File: src/rtl/bexkat2_intctrl.sv
// bexkat2_intctrl: eight-source interrupt controller for the bexkat2 CPU.
//
// Wishbone classic responder on the CPU data bus plus the source end of the
// CPU exception-request handshake.  Raw interrupt lines are synchronized,
// captured as edge- or level-type pending bits, masked by ENABLE, and the
// lowest-numbered request is presented as irq_o/vec_o until the CPU accepts
// it with ack_i.  Software retires the interrupt with a write to STATUS (EOI).
//
// Register map (word address adr_i, reads zero-extended to 32 bits):
//   0 PENDING  read pending[7:0]; write-1-to-clear (edge sources only)
//   1 ENABLE   read/write
//   2 EDGE     read/write, 1 = edge-triggered, 0 = level
//   3 STATUS   read {state[1:0] @5:4, 0 @3, vec @2:0}; any write is an EOI
//
// Ports:
//   clk_i      system clock
//   rst_i      asynchronous active-low reset
//   cyc_i, stb_i, we_i, adr_i[1:0], sel_i[3:0], dat_i[31:0]  bus inputs
//   dat_o[31:0], ack_o                                       bus outputs
//   irq_src_i[7:0]  raw interrupt lines, asynchronous to clk_i
//   irq_o, vec_o[2:0]  request and vector to the CPU
//   ack_i      one-cycle acceptance pulse from the CPU

module bexkat2_intctrl (
    input  logic        clk_i,
    input  logic        rst_i,
    input  logic        cyc_i,
    input  logic        stb_i,
    input  logic        we_i,
    input  logic [1:0]  adr_i,
    input  logic [3:0]  sel_i,
    input  logic [31:0] dat_i,
    output logic [31:0] dat_o,
    output logic        ack_o,
    input  logic [7:0]  irq_src_i,
    output logic        irq_o,
    output logic [2:0]  vec_o,
    input  logic        ack_i
);

    localparam int NSRC = 8;

    typedef enum logic [1:0] {
        ST_IDLE    = 2'd0,
        ST_REQ     = 2'd1,
        ST_SERVICE = 2'd2
    } state_t;

    state_t            state_r;
    state_t            state_s;
    logic [2:0]        vec_r;
    logic [2:0]        vec_s;
    logic              irq_r;
    logic              ack_r;
    logic [31:0]       dat_r;
    logic [NSRC-1:0]   s1_r;
    logic [NSRC-1:0]   s2_r;
    logic [NSRC-1:0]   s3_r;
    logic [NSRC-1:0]   pending_r;
    logic [NSRC-1:0]   pending_s;
    logic [NSRC-1:0]   enable_r;
    logic [NSRC-1:0]   edge_r;
    logic [NSRC-1:0]   edge_det_s;
    logic [NSRC-1:0]   req_s;
    logic [NSRC-1:0]   w1c_s;
    logic [NSRC-1:0]   ack_clr_s;
    logic [31:0]       rd_data_s;
    logic              access_s;
    logic              wr_s;
    logic              wr_byte0_s;
    logic              eoi_s;
    logic              unused_s;

    // Lowest-numbered set bit wins; returns 0 for an empty set.
    function automatic logic [2:0] lowest_idx(input logic [NSRC-1:0] req);
        logic [2:0] idx;
        idx = 3'd0;
        for (int i = NSRC - 1; i >= 0; i--) begin
            if (req[i]) begin
                idx = 3'(i);
            end
        end
        return idx;
    endfunction

    // Only byte lane 0 carries register data.
    assign unused_s = ^{sel_i[3:1], dat_i[31:8]};

    // A strobe is serviced only on cycles where no ack is being returned,
    // which is what makes a held strobe ack on alternate cycles.
    assign access_s   = cyc_i & stb_i & ~ack_r;
    assign wr_s       = access_s & we_i;
    assign wr_byte0_s = wr_s & sel_i[0];
    assign eoi_s      = wr_s & (adr_i == 2'd3);

    assign edge_det_s = s2_r & ~s3_r;
    assign req_s      = pending_r & enable_r;

    // Pending next-state: edge bits set-dominant over W1C/ack clear, level bits follow s2.
    always_comb begin
        w1c_s     = {NSRC{1'b0}};
        ack_clr_s = {NSRC{1'b0}};
        if (wr_byte0_s && (adr_i == 2'd0)) begin
            w1c_s = dat_i[NSRC-1:0];
        end else begin
            w1c_s = {NSRC{1'b0}};
        end
        if ((state_r == ST_REQ) && ack_i) begin
            ack_clr_s = 8'd1 << vec_r;
        end else begin
            ack_clr_s = {NSRC{1'b0}};
        end
        pending_s = (edge_r & ((pending_r & ~(w1c_s | ack_clr_s)) | edge_det_s))
                  | (~edge_r & s2_r);
    end

    // Request state machine next-state; vec is frozen once a request is raised.
    always_comb begin
        state_s = state_r;
        vec_s   = vec_r;
        case (state_r)
            ST_IDLE: begin
                if (|req_s) begin
                    state_s = ST_REQ;
                    vec_s   = lowest_idx(req_s);
                end else begin
                    state_s = ST_IDLE;
                end
            end
            ST_REQ: begin
                if (ack_i) begin
                    state_s = ST_SERVICE;
                end else begin
                    state_s = ST_REQ;
                end
            end
            ST_SERVICE: begin
                if (eoi_s) begin
                    state_s = ST_IDLE;
                end else begin
                    state_s = ST_SERVICE;
                end
            end
            default: begin
                state_s = ST_IDLE;
                vec_s   = 3'd0;
            end
        endcase
    end

    // Register read multiplexer.
    always_comb begin
        rd_data_s = 32'd0;
        case (adr_i)
            2'd0:    rd_data_s = {24'd0, pending_r};
            2'd1:    rd_data_s = {24'd0, enable_r};
            2'd2:    rd_data_s = {24'd0, edge_r};
            2'd3:    rd_data_s = {26'd0, state_r, 1'b0, vec_r};
            default: rd_data_s = 32'd0;
        endcase
    end

    // Synchronizer chain, with s3 kept as edge-detect history.
    always_ff @(posedge clk_i or negedge rst_i) begin
        if (!rst_i) begin
            s1_r <= {NSRC{1'b0}};
            s2_r <= {NSRC{1'b0}};
            s3_r <= {NSRC{1'b0}};
        end else begin
            s1_r <= irq_src_i;
            s2_r <= s1_r;
            s3_r <= s2_r;
        end
    end

    // Configuration and pending registers.
    always_ff @(posedge clk_i or negedge rst_i) begin
        if (!rst_i) begin
            pending_r <= {NSRC{1'b0}};
            enable_r  <= {NSRC{1'b0}};
            edge_r    <= {NSRC{1'b0}};
        end else begin
            pending_r <= pending_s;
            if (wr_byte0_s && (adr_i == 2'd1)) begin
                enable_r <= dat_i[NSRC-1:0];
            end
            if (wr_byte0_s && (adr_i == 2'd2)) begin
                edge_r <= dat_i[NSRC-1:0];
            end
        end
    end

    // State machine registers and the registered request output.
    always_ff @(posedge clk_i or negedge rst_i) begin
        if (!rst_i) begin
            state_r <= ST_IDLE;
            vec_r   <= 3'd0;
            irq_r   <= 1'b0;
        end else begin
            state_r <= state_s;
            vec_r   <= vec_s;
            irq_r   <= (state_s == ST_REQ);
        end
    end

    // Bus acknowledge and registered read data.
    always_ff @(posedge clk_i or negedge rst_i) begin
        if (!rst_i) begin
            ack_r <= 1'b0;
            dat_r <= 32'd0;
        end else begin
            ack_r <= access_s;
            if (access_s) begin
                dat_r <= rd_data_s;
            end
        end
    end

    assign ack_o = ack_r;
    assign dat_o = dat_r;
    assign irq_o = irq_r;
    assign vec_o = vec_r;

endmodule

File: config.mk
export PLATFORM = sky130hd
export DESIGN_NAME = bexkat2_intctrl
export DESIGN_NICKNAME = d
export VERILOG_FILES = /design/src/rtl/bexkat2_intctrl.sv
export SDC_FILE = /design/constraint.sdc
export NUM_CORES = 1
export LEC_CHECK = 0
export ABC_AREA = 1
export BUFFER_PORTS_ARGS = -buffer_cell sky130_fd_sc_hd__buf_2
export CORE_MARGIN = 2
export CORE_UTILIZATION = 30
export DETAILED_ROUTE_END_ITERATION = 8
export GPL_ROUTABILITY_DRIVEN = 0
export HOLD_SLACK_MARGIN = 0.08
export PLACE_DENSITY = 0.5
export SLEW_MARGIN = 20
export SYNTH_ARGS = -nofsm -noshare
export SYNTH_HDL_FRONTEND = slang
export SYNTH_SLANG_ARGS = --single-unit
export TNS_END_PERCENT = 20
File: constraint.sdc
create_clock -name clk_i -period 3.7 [get_ports clk_i]
set_clock_uncertainty 0.2 [all_clocks]
set_input_delay 0.37 -clock clk_i [delete_from_list [all_inputs] [get_ports clk_i]]
set_output_delay 0.37 -clock clk_i [all_outputs]
set_load 0.01 [all_outputs]
=== After elaboration in Yosys (flattened, before gate mapping) ===
Cells that the tools add are included.

* Flip-flop bits (word level): 87
* Bits of input ports: 52
* Output and inout bits: 37
* Logic and storage cells: 63

* Eq/ne operators: 7
* Shifts and indexed selects: 1
* Muxes and demuxes: 17
* Bitwise logic cells: 18
* Reduce and logical (&&, ||, !) cells: 9

{| class="wikitable"
|+ Operators by type and width
! cell !! count
|-
| case mux 32 bit (4 select lines) || 1
|-
| bitwise AND 8 bit || 5
|-
| 2-to-1 mux 3 bit || 9
|-
| NOT 8 bit || 3
|-
| bitwise OR 8 bit || 3
|-
| 2-to-1 mux 8 bit || 2
|-
| OR reduction 8 bit || 1
|-
| << shifter 1 x 3 -> 8 bit, first input constant || 1
|-
| equality test 2 x 1 -> 1 bit, second input constant || 3
|-
| equality test 2 bit, second input constant || 3
|-
| case mux 2 bit (3 select lines) || 1
|-
| case mux 3 bit (2 select lines) || 1
|-
| bitwise AND 1 bit || 5
|-
| logical AND 1 bit || 4
|-
| logical NOT 2 bit || 2
|-
| 2-to-1 mux 2 bit || 2
|-
| != test 2 bit, second input constant || 1
|-
| NOT 1 bit || 2
|-
| AND reduction 2 bit || 1
|-
| OR reduction 2 bit || 1
|-
| 2-to-1 mux 1 bit || 1
|}

=== Logic depth before layout (Yosys ltp) ===
* Depth after elaboration: 12
* Gate-level depth with buffers: 10
* Gate-level depth less buffers: 10

=== Worst setup path after synthesis ===
OpenSTA, ideal clock, no wires.

* Kind: register to register
* From: reg ack_r, in the netlist ack_o
* To: reg pending_r[0]
* Setup time: 0.117 ns
* Data arrival time: 1.174 ns
* Data required time: 3.383 ns
* Path slack: 2.209 ns
* Cell stages (with the launch flop): 9
* Buffers on the path: 0
* Clock period less this slack: 1.491 ns
* Path through: dfrtp_1 > inv_1 > nand3_4 > nor2_8 > nand2_1 > nor2_4 > nand2_1 > nand3_1 > nand2_1

* Cells in the longest elaborated chain, start to end: 12

{| class="wikitable"
|+ Ends and longest elaborated chain
! item !! RTL line !! RTL
|-
| start: declaration || 54 || <nowiki>logic ack_r;</nowiki>
|-
| start signal: assignment || 212 || <nowiki>ack_r <= access_s;</nowiki>
|-
| NOT 1 bit || 91 || <nowiki>assign access_s = cyc_i & stb_i & ~ack_r;</nowiki>
|-
| bitwise AND 1 bit || 91 ||
|-
| bitwise AND 1 bit || 92 || <nowiki>assign wr_s = access_s & we_i;</nowiki>
|-
| bitwise AND 1 bit || 93 || <nowiki>assign wr_byte0_s = wr_s & sel_i[0];</nowiki>
|-
| logical AND 1 bit || 103 || <nowiki>if (wr_byte0_s && (adr_i == 2'd0)) begin</nowiki>
|-
| 2-to-1 mux 8 bit || 103 ||
|-
| bitwise OR 8 bit || 113 || <nowiki>pending_s = (edge_r & ((pending_r & ~(w1c_s | ack_clr_s)) | edge_det_s))</nowiki>
|-
| NOT 8 bit || 113 ||
|-
| bitwise AND 8 bit || 113 ||
|-
| bitwise OR 8 bit || 113 ||
|-
| bitwise AND 8 bit || 113 ||
|-
| bitwise OR 8 bit || 114 || <nowiki>| (~edge_r & s2_r);</nowiki>
|-
| named net pending_s[0] || 60 || <nowiki>logic [NSRC-1:0] pending_s;</nowiki>
|-
| end signal: assignment || 179 || <nowiki>pending_r <= {NSRC{1'b0}};</nowiki>
|-
| end signal: assignment || 183 || <nowiki>pending_r <= pending_s;</nowiki>
|-
| end: declaration || 59 || <nowiki>logic [NSRC-1:0] pending_r;</nowiki>
|}

The timed path passes the listed nets, and every way through them passes these cells.
A chain may end at the register's enable or synchronous reset.

=== Worst setup path after layout ===
* From: reg state_r[1]
* To: reg pending_r[7]

* Cells in the longest elaborated chain, start to end: 9

{| class="wikitable"
|+ Ends and longest elaborated chain
! item !! RTL line !! RTL
|-
| start: declaration || 49 || <nowiki>state_t state_r;</nowiki>
|-
| start signal: assignment || 200 || <nowiki>state_r <= state_s;</nowiki>
|-
| equality test 2 x 1 -> 1 bit || 108 || <nowiki>if ((state_r == ST_REQ) && ack_i) begin</nowiki>
|-
| logical AND 1 bit || 108 ||
|-
| 2-to-1 mux 8 bit || 108 ||
|-
| bitwise OR 8 bit || 113 ||
|-
| NOT 8 bit || 113 ||
|-
| bitwise AND 8 bit || 113 ||
|-
| bitwise OR 8 bit || 113 ||
|-
| bitwise AND 8 bit || 113 ||
|-
| bitwise OR 8 bit || 114 ||
|-
| named net pending_s[7] || 60 ||
|}

The timed path passes the listed nets, and every way through them passes these cells.

==> flow_summary.toml <==
[sta]
actual_transition_at_the_worst_max_transition_pin_ns = 0.6437
fmax_mhz = 576.4
setup_tns_ns = 0
setup_repair_after_global_routing_missed_its_margin = "no"
finalCriticalPeriod_ns = 1.735
drv_slew = 0
worst_hold_slack_ns = 0.09997
finalHoldViolCount = 0
min_period_over_period_pct = 46.89
worst_slew_margin_rel_pct = 57.09
setup-violations-final = 0

[clock_network]
post-cts-setup-buffer-count = 0
cts_buffer_depth = 2
clk-insertion-delay-late_ns = 0.34
tritoncts = "yes"
cts.sinks = 63
numCtsBuffers = 9
clk_pin_slew_ns = 0.07
postCtsResizedCells = 0
cts.root.buffer_cell = "clkbuf_8"
cts-htree-levels = 3

[cells_and_area]
nNetsFinal = 426
area.growth.synth_to_final_pct = 18.24
final_layout_size_suffix_gt1_share_pct = 22.73
final-instance-count-excl-fill = 503
layout_fillers = 957
n_antenna_cell = 0

[synthesis]
post_synth_instance_area_mm2 = 0.002908
synth-seq-cells = 63
synth.yosys.warnings = 0
syn-instance-count = 313
syn_area_per_cell_um2 = 9.290
sequential_share_of_the_synthesized_area_pct = 54.22
yosys.cell_types.count = 25
async_set_reset_flop_share_out_of_synthesis_pct = 100.0
synth-edff-count = 0
synth_top_flop_cell = "dfrtp_1"

[global_route]
groute.usage.overall_pct = 12.99
global_route.overflow_total = 0
grt_first_pass_wirelength_mm = 10.15
antenna_found_initial = 0
grt_max_degree = 30
first_global_vias = 2076

[placed_design]
numPlacedInstances = 478
hpwlAfterDp_mm = 4.562
io_buffer_count = 37

[pwr]
total_power_mw = 1.875
irDropWorstVdd_mv = 0.2279
total_leakage_power_nw = 1.707
power-per-cell-area_mw_per_mm2 = 545.3

[floorplan]
row_count = 35
floorplan.die.height_um = 102.5
floorplan.initialDensity_pct = 31.17
top_level_port_count = 89
die_x_um = 102.5
die-area_mm2 = 0.01050
core_area_mm2 = 0.009328

[critical_path]
critPathRequiredTime_ns = 3.74
arrival_ns = 1.77
timing.critical_path.to_type = "flop"
critical_path.startpoint_type = "flop"
timing.setup.critical_path_class = "flop to flop"
crit_fanout = 4

[drt]
num_vias = 2134
detail_route.vias_per_cell = 4.243
drt_iter0_markers = 87
wire_per_inst_um = 12.18
remaining_drcs = 0
firstDrtPassIters = 4
routed_wirelength_mm = 6.127
postRouteAntennaNets = 0

[outcome]
status = "finished clean"

[flow_run]
max_cap_viol_count = 0

[worst_hold_path]
min_path_type = "input port to flop"
-- cell type report --
class                           count  area [um2]  share of cell area (%)
Clock buffer                        9       123.9                   3.603
Clock inverter                      6       61.31                   1.783
Inverter                           27       101.3                   2.948
Multi-Input combinational cell    220        1114                   32.39
Sequential cell                    63        1577                   45.85
Tap cell                          129       161.4                   4.694
Timing Repair Buffer               49       300.3                   8.734
-- state kept, by name (all words and copies together) (netlist names) --
signal	count
dat_o	8
s1_r	8
ack_o	1
state_r	2
pending_r	8
s2_r	8
irq_o	1
vec_o	3
edge_r	8
enable_r	8
s3_r	8
-- power breakdown --
part	internal (mW)	switching, mW
combinational	0.160	0.262
sequential	0.791	0.0878
clock	0.306	0.268
total	1.26	0.618
-- synth_stat cells (all sizes together), types with 3 or more instances --
cell    instances  area, um2
nand2         116      445.4
dfrtp          63       1577
buf            26      202.7
inv            26      97.59
o21ai          22      170.2
nor2           17      105.1
nand3          13      102.6
a21oi           7      35.03
nor3            5      25.02
ha              4      50.05
o211ai          4      30.03
a31oi           3      18.77
a41oi           3      26.28
-- routing by layer --
metal	GRT usage [%]	vias to the layer above	routed length, um
met2	19.16	67	2692
li1	-	1069	-
met5	0	-	0
met1	17.69	986	3030
met3	3.830	12	283
met4	5.744	0	120
-- what timing repair did --
action                                  CTS  global route
endpoints found under the setup margin    0             0
endpoints found under the hold margin    36             0
hold buffers                             10             0
-- kinds of logic (layout without fill, tap and decap cells) --
logic type | after synthesis | in the layout | synth area share, %
buf+inv | 53 | 91 | 10.46
other cells | 1 | 24 | 0.1290
fa+ha+maj | 4 | 4 | 1.721
simple gates | 151 | 151 | 23.32
flops | 63 | 63 | 54.22
compound gates | 41 | 41 | 10.16
-- worst max-delay path, stage by stage, from the launching register on --
cell	delay, ns
dfrtp_1	0.42
inv_1	0.09
ha_1	0.17
nand3_1	0.20
nor3_1	0.34
nor2_1	0.08
nand2_1	0.07
nand2_1	0.04
-- placed cells by master, fill, tap and decap left out, drive strengths merged, types with 5 or more instances in the layout --
cell and instances:
nand2 116, dfrtp 63, buf 39, inv 27, conb 24, o21ai 22
nor2 17, nand3 13, dlygate4sd3 10, clkbuf 9, a21oi 7, nor3 5
-- worst paths after layout --
kind / startpoint / to / slack [ns] / cells after the start
setup reg to reg: state_r[1] / pending_r[7] / 1.97 / 7
hold reg to reg: s1_r[2] / s2_r[2] / 0.15 / 0
setup / recovery: state_r[1] / pending_r[7] / 1.97 / 7
hold / removal: dat_i[4] / pending_r[4] / 0.1 / 4
min in group asynchronous: rst_i / s3_r[6] / 0.38 / 2
max in group asynchronous: rst_i / pending_r[2] / 2.19 / 3
-- metrics by stage --
step	utilization [%]	cell area [um2]	setup slack [ns]
final	36.86	3438	1.965
after global routing	36.86	3438	1.802
after CTS	36.86	3438	1.972
after detailed placement	33.80	3153	1.926
after global placement	33.80	3153	1.928
after floorplan	-	2994	2.209
(Power assumes the default switching activity.)
